[src/rtl/ticket_pkg.sv]
// Shared definitions for the ticket front-end and the downstream counter stage.
package ticket_pkg;

    typedef enum logic [1:0] {
        ST_IDLE  = 2'd0,
        ST_HOLD  = 2'd1,
        ST_ISSUE = 2'd2
    } state_t;

    localparam logic [3:0] NUM_MIN = 4'd1;
    localparam logic [3:0] NUM_MAX = 4'd15;

    localparam int TMIN_DEF = 1;
    localparam int TMAX_DEF = 7;

endpackage

[src/rtl/btn_debounce.sv]
// Push-button conditioning: 2-flop synchronizer, stability counter, rising-edge request pulse.
module btn_debounce #(
    parameter int DEB_CYC = 16
) (
    input  logic clk,
    input  logic rst_n,
    input  logic btn,
    output logic req
);

    localparam logic [15:0] CNT_LAST = 16'(DEB_CYC - 1);

    logic        r_sync0;
    logic        r_sync1;
    logic        r_db;
    logic        r_db_d;
    logic [15:0] r_cnt;

    // The counter only runs while the synchronized input disagrees with the debounced level.
    always_ff @(posedge clk or negedge rst_n) begin
        if (!rst_n) begin
            r_sync0 <= 1'b0;
            r_sync1 <= 1'b0;
            r_db    <= 1'b0;
            r_db_d  <= 1'b0;
            r_cnt   <= '0;
        end else begin
            r_sync0 <= btn;
            r_sync1 <= r_sync0;
            r_db_d  <= r_db;
            if (r_sync1 == r_db) begin
                r_cnt <= '0;
            end else if (r_cnt == CNT_LAST) begin
                r_db  <= r_sync1;
                r_cnt <= '0;
            end else begin
                r_cnt <= r_cnt + 16'd1;
            end
        end
    end

    assign req = r_db & ~r_db_d;

endmodule

[src/rtl/ticket_issuer.sv]
// Turns a debounced button press plus a service-time selector into one numbered ticket,
// holding a single press while the queue is full and dropping any further presses.
module ticket_issuer
    import ticket_pkg::*;
#(
    parameter int DEB_CYC = 16,
    parameter int TMIN    = TMIN_DEF,
    parameter int TMAX    = TMAX_DEF
) (
    input  logic       clk,
    input  logic       rst_n,
    input  logic       btn,
    input  logic [3:0] sel_time,
    input  logic       fifo_full,
    output logic       out_valid,
    output logic [3:0] out_num,
    output logic [3:0] out_time,
    output logic       pending,
    output logic       drop,
    output logic [3:0] next_num
);

    localparam logic [3:0] T_LO = 4'(TMIN);
    localparam logic [3:0] T_HI = 4'(TMAX);

    function automatic logic [3:0] clamp_time(input logic [3:0] t);
        if (t < T_LO)
            return T_LO;
        else if (t > T_HI)
            return T_HI;
        else
            return t;
    endfunction

    function automatic logic [3:0] inc_num(input logic [3:0] n);
        return (n == NUM_MAX) ? NUM_MIN : n + 4'd1;
    endfunction

    logic       w_req;
    logic [3:0] w_time_clamped;
    state_t     r_state;
    logic [3:0] r_time_lat;
    logic [3:0] r_next_num;
    logic       r_valid;
    logic [3:0] r_num;
    logic [3:0] r_out_time;
    logic       r_pending;

    btn_debounce #(
        .DEB_CYC (DEB_CYC)
    ) u_deb (
        .clk   (clk),
        .rst_n (rst_n),
        .btn   (btn),
        .req   (w_req)
    );

    assign w_time_clamped = clamp_time(sel_time);

    // Ticket outputs are loaded on the edge that enters ISSUE, so out_valid is high while in ISSUE.
    always_ff @(posedge clk or negedge rst_n) begin
        if (!rst_n) begin
            r_state    <= ST_IDLE;
            r_next_num <= NUM_MIN;
            r_valid    <= 1'b0;
            r_num      <= 4'd0;
            r_out_time <= 4'd0;
            r_pending  <= 1'b0;
        end else begin
            r_valid <= 1'b0;
            case (r_state)
                ST_IDLE: begin
                    if (w_req) begin
                        if (fifo_full) begin
                            r_state   <= ST_HOLD;
                            r_pending <= 1'b1;
                        end else begin
                            r_state    <= ST_ISSUE;
                            r_valid    <= 1'b1;
                            r_num      <= r_next_num;
                            r_out_time <= w_time_clamped;
                        end
                    end
                end
                ST_HOLD: begin
                    if (!fifo_full) begin
                        r_state    <= ST_ISSUE;
                        r_pending  <= 1'b0;
                        r_valid    <= 1'b1;
                        r_num      <= r_next_num;
                        r_out_time <= r_time_lat;
                    end
                end
                ST_ISSUE: begin
                    r_state    <= ST_IDLE;
                    r_next_num <= inc_num(r_next_num);
                end
                default: begin
                    r_state <= ST_IDLE;
                end
            endcase
        end
    end

    always_ff @(posedge clk) begin
        if (r_state == ST_IDLE && w_req)
            r_time_lat <= w_time_clamped;
    end

    assign drop      = (r_state == ST_HOLD) && w_req;
    assign out_valid = r_valid;
    assign out_num   = r_num;
    assign out_time  = r_out_time;
    assign pending   = r_pending;
    assign next_num  = r_next_num;

endmodule

[config.mk]
export PLATFORM = sky130hd
export DESIGN_NAME = ticket_issuer
export DESIGN_NICKNAME = d
export VERILOG_FILES = /design/src/rtl/ticket_pkg.sv /design/src/rtl/btn_debounce.sv /design/src/rtl/ticket_issuer.sv
export SDC_FILE = /design/constraint.sdc
export NUM_CORES = 1
export LEC_CHECK = 0
export CAP_MARGIN = 20
export CELL_PAD_IN_SITES_DETAIL_PLACEMENT = 1
export CELL_PAD_IN_SITES_GLOBAL_PLACEMENT = 2
export CORE_MARGIN = 2
export CORE_UTILIZATION = 38
export DETAILED_ROUTE_END_ITERATION = 16
export MAX_ROUTING_LAYER = met4
export PLACE_DENSITY = 0.85
export SYNTH_ARGS = -nofsm -noshare
export SYNTH_HDL_FRONTEND = slang
export SYNTH_SLANG_ARGS = --single-unit
[constraint.sdc]
create_clock -name clk -period 3.05 [get_ports clk]
set_input_delay 0.61 -clock clk [delete_from_list [all_inputs] [get_ports clk]]
set_output_delay 0.61 -clock clk [all_outputs]
set_load 0.03 [all_outputs]
==> metrics <==
DRT iter0 DRCs=23; total routed wirelength=3710 um; CORE AREA=4380 um^2; CP startpoint kind=flop; share of cells above drive strength 1=a little over a tenth; # DRC=0; Min-Delay Startpoint=u_deb.r_sync0$_DFF_PN0_; initial core utilization=39.7%; DR pass1 iterations=4; post-route ant nets=0; H-tree depth=2; Clock Tree Buf Depth=2; top cells by area, synth=dfrtp_1, edfxtp_1, xnor2_1; die height=71.7 um; routability congestion estimate=0.837; GRT Overall Usage=16.9%; Synth warnings=0; Seq/Total Area, Yosys=58.8%; Synth top area share=about half; crit path max fanout=5; first-pass GRT wire length=6420 um; Netlist Area Pre-Place=1740 um^2; Via-to-Cell Ratio=5.16; Final period util=77.3%; Hold Crit Endpoint=u_deb.r_sync1$_DFF_PN0_; Avg Cell Area, Syn=11.0 um^2; Post-CTS Setup Bufs=0; R2R Setup Slk=1.09 ns; Syn Inst Count=158; Max Slew Vio Count=0; Slew @ Worst Pin=0.713 ns; row cnt=24; CTS root buffer=clkbuf_8; Die Wd=71.7 um; Max transition margin=between 50% and 60%; Reg2Reg Capture Point=out_time[1]$_DFFE_PN0P_; CTS tree=done; Buffers on Ports=22; CTS buffer count=5; fin util=48.3%; CP Capture Type=output port; Overflow after GRT=0; dpl cells=230; initial antenna violation count=0; vias in the first global route=1315; Max Fclk=0.424 GHz; CTS resizes=0; critical path arrival=between 1.5 and 2 ns; Vias=~1200; hold buffers post-CTS=0; Tmin final=roughly 2.4 ns; CP Data Required Time=2.44 ns; Yosys top cell by area=dfrtp_1; largest net degree at the start of global routing=37; Cell Pwr Density=456 nW/um^2; Worst Hold Depth=0; Layout area overhead=21.9%; Hold Crit Class=flop to flop; setup tns final=0 ns; outcome=finished, final reports clean; n_diodes=0; Final Hold Fails=0; Worst IR Drop VDD=0.000335 V; Max Cap Viol=0; clk sinks=40; Yosys reg bits=40; syn_nets=168; Clock Pin Slew Worst Setup and Hold Paths=0.07 ns; Leakage Power=~0.9 nW; I/O pins=23; Total Nets Final=195; critical path class=flop to output port; Setup Viol. Count Final=0; post-synthesis cell type count=31; routed len/inst=about 16 um; dpl hpwl=2720 um; r2r worst-path depth=4; Non-Filler Instances=~240; clk_lat worst skew=approximately 0.28 ns; Crit Reg-Reg Startpoint=u_deb.r_db_d$_DFF_PN0_; RSZ-0062 raised after global routing=no; Worst Skew=0.00455 ns; die footprint=5130 um^2
==> per-layer routing <==
metal	up-vias	part of all wire, %	global-route usage (%)
li1	586	-	-
met1	623	47	21.7
met2	16	49	26.3
met3	4	3.0	4.22
met4	0	1.4	5.66
met5	-	0	-
==> worst max-delay path by stage <==
| stage | startpoint | to | slack [ns] | depth (start not counted) |
|---|---|---|---|---|
| finish | r_state[1]$_DFFE_PN0P_ | drop | 0.69 | 3 |
| global route | r_state[1]$_DFFE_PN0P_ | drop | 0.58 | 3 |
| CTS | r_state[1]$_DFFE_PN0P_ | drop | 0.68 | 3 |
| detailed placement | fifo_full | out_time[1]$_DFFE_PN0P_ | 0.81 | 3 |
| global placement | fifo_full | out_num[1]$_DFFE_PN0P_ | 0.91 | 3 |
| floorplan | r_state[1]$_DFFE_PN0P_ | drop | 1.42 | 2 |
==> final cells by class <==
| cell class | instances | area, um^2 |
|---|---|---|
| Fill cell | 478 | 2260 |
| Clock buffer | 8 | 100 |
| Inverter | 5 | 18.8 |
| Sequential cell | 40 | 1020 |
| Timing Repair Buffer | 23 | 228 |
| Multi-Input combinational cell | 110 | 686 |
| Tap cell | 52 | 65.1 |
==> cell usage after synthesis <==
library cell / number
a21oi_1: 3
and2_1: 1
and3_1: 2
buf_2: 1
clkbuf_1: 2
conb_1: 1
dfrtp_1: 35
dfstp_2: 1
edfxtp_1: 4
ha_1: 2
inv_1: 5
mux2_2: 8
mux2i_1: 2
nand2_1: 16
nand2b_1: 2
nand3_1: 7
nand3b_1: 1
nand4_1: 5
nand4_2: 1
nor2_1: 18
nor2b_1: 4
nor3_1: 6
nor4_1: 5
o21a_1: 1
o21ai_0: 4
o31ai_1: 2
or2_2: 2
or3_1: 1
or4_1: 1
xnor2_1: 12
xor2_1: 3
==> cells in the final DEF (no fill, tap or decap), drive strengths merged <==
master         netlist  layout
and2                 1       1
clkbuf               2       8
nand2               16      16
a21oi                3       3
clkdlybuf4s50        0      22
nand4                6       6
nand3                7       7
o21a                 1       1
or3                  1       1
ha                   2       2
dfrtp               35      35
nor2b                4       4
xor2                 3       3
and3                 2       2
or4                  1       1
nor3                 6       6
dfstp                1       1
nand2b               2       2
xnor2               12      12
or2                  2       2
edfxtp               4       4
mux2                 8       8
o21ai                4       4
nand3b               1       1
o31ai                2       2
nor2                18      18
nor4                 5       5
inv                  5       5
buf                  1       1
mux2i                2       2
conb                 1       1
==> registers in the layout, indices dropped and copies added (netlist names) <==
register,count
u_deb.r_sync0,1
r_time_lat,4
out_valid,1
out_num,4
u_deb.r_cnt,16
r_state,2
u_deb.r_sync1,1
next_num,4
u_deb.r_db,1
pending,1
u_deb.r_db_d,1
out_time,4
==> critical path, cell delays in order, from the launching register on <==
cell             delay [ns]
dfrtp_1                0.42
nand2b_1               0.24
nor2_1                 0.12
clkdlybuf4s50_1        0.68
==> power breakdown <==
group | leakage (nW) | switching [mW] | total, mW | internal [mW]
combinational | 0.336 | 0.0240 | 0.0412 | 0.0173
clock | 0.0515 | 0.168 | 0.375 | 0.206
sequential | 0.512 | 0.00633 | 0.550 | 0.544
total | 0.900 | 0.199 | 0.966 | 0.767
==> stage by stage <==
step	power [mW]	hold WS [ns]	instance area [um^2]	setup slack (ns)
2_1_floorplan	0.574	0.314	1740	1.42
3_3_place_gp	0.600	0.342	2020	0.912
3_5_place_dp	0.603	0.343	2020	0.808
4_1_cts	0.981	0.363	2120	0.675
5_1_grt	1.01	0.366	2120	0.584
6_report	0.966	0.358	2120	0.694
==> kinds of logic (layout without fill, tap and decap cells) <==
| family | count (synthesis) | count (layout) | share of synthesized area (%) |
|---|---|---|---|
| AND/OR/NAND/NOR | 72 | 72 | 20.6 |
| flip-flops | 40 | 40 | 58.8 |
| XOR/XNOR | 15 | 15 | 7.55 |
| AO/OA/AOI/OAI | 10 | 10 | 3.31 |
| multiplexers | 10 | 10 | 6.33 |
| buffers and inverters | 8 | 36 | 1.80 |
| adder cells (fa/ha/maj) | 2 | 2 | 1.44 |
| other | 1 | 1 | 0.216 |
Power figures use the tool's default switching activity.
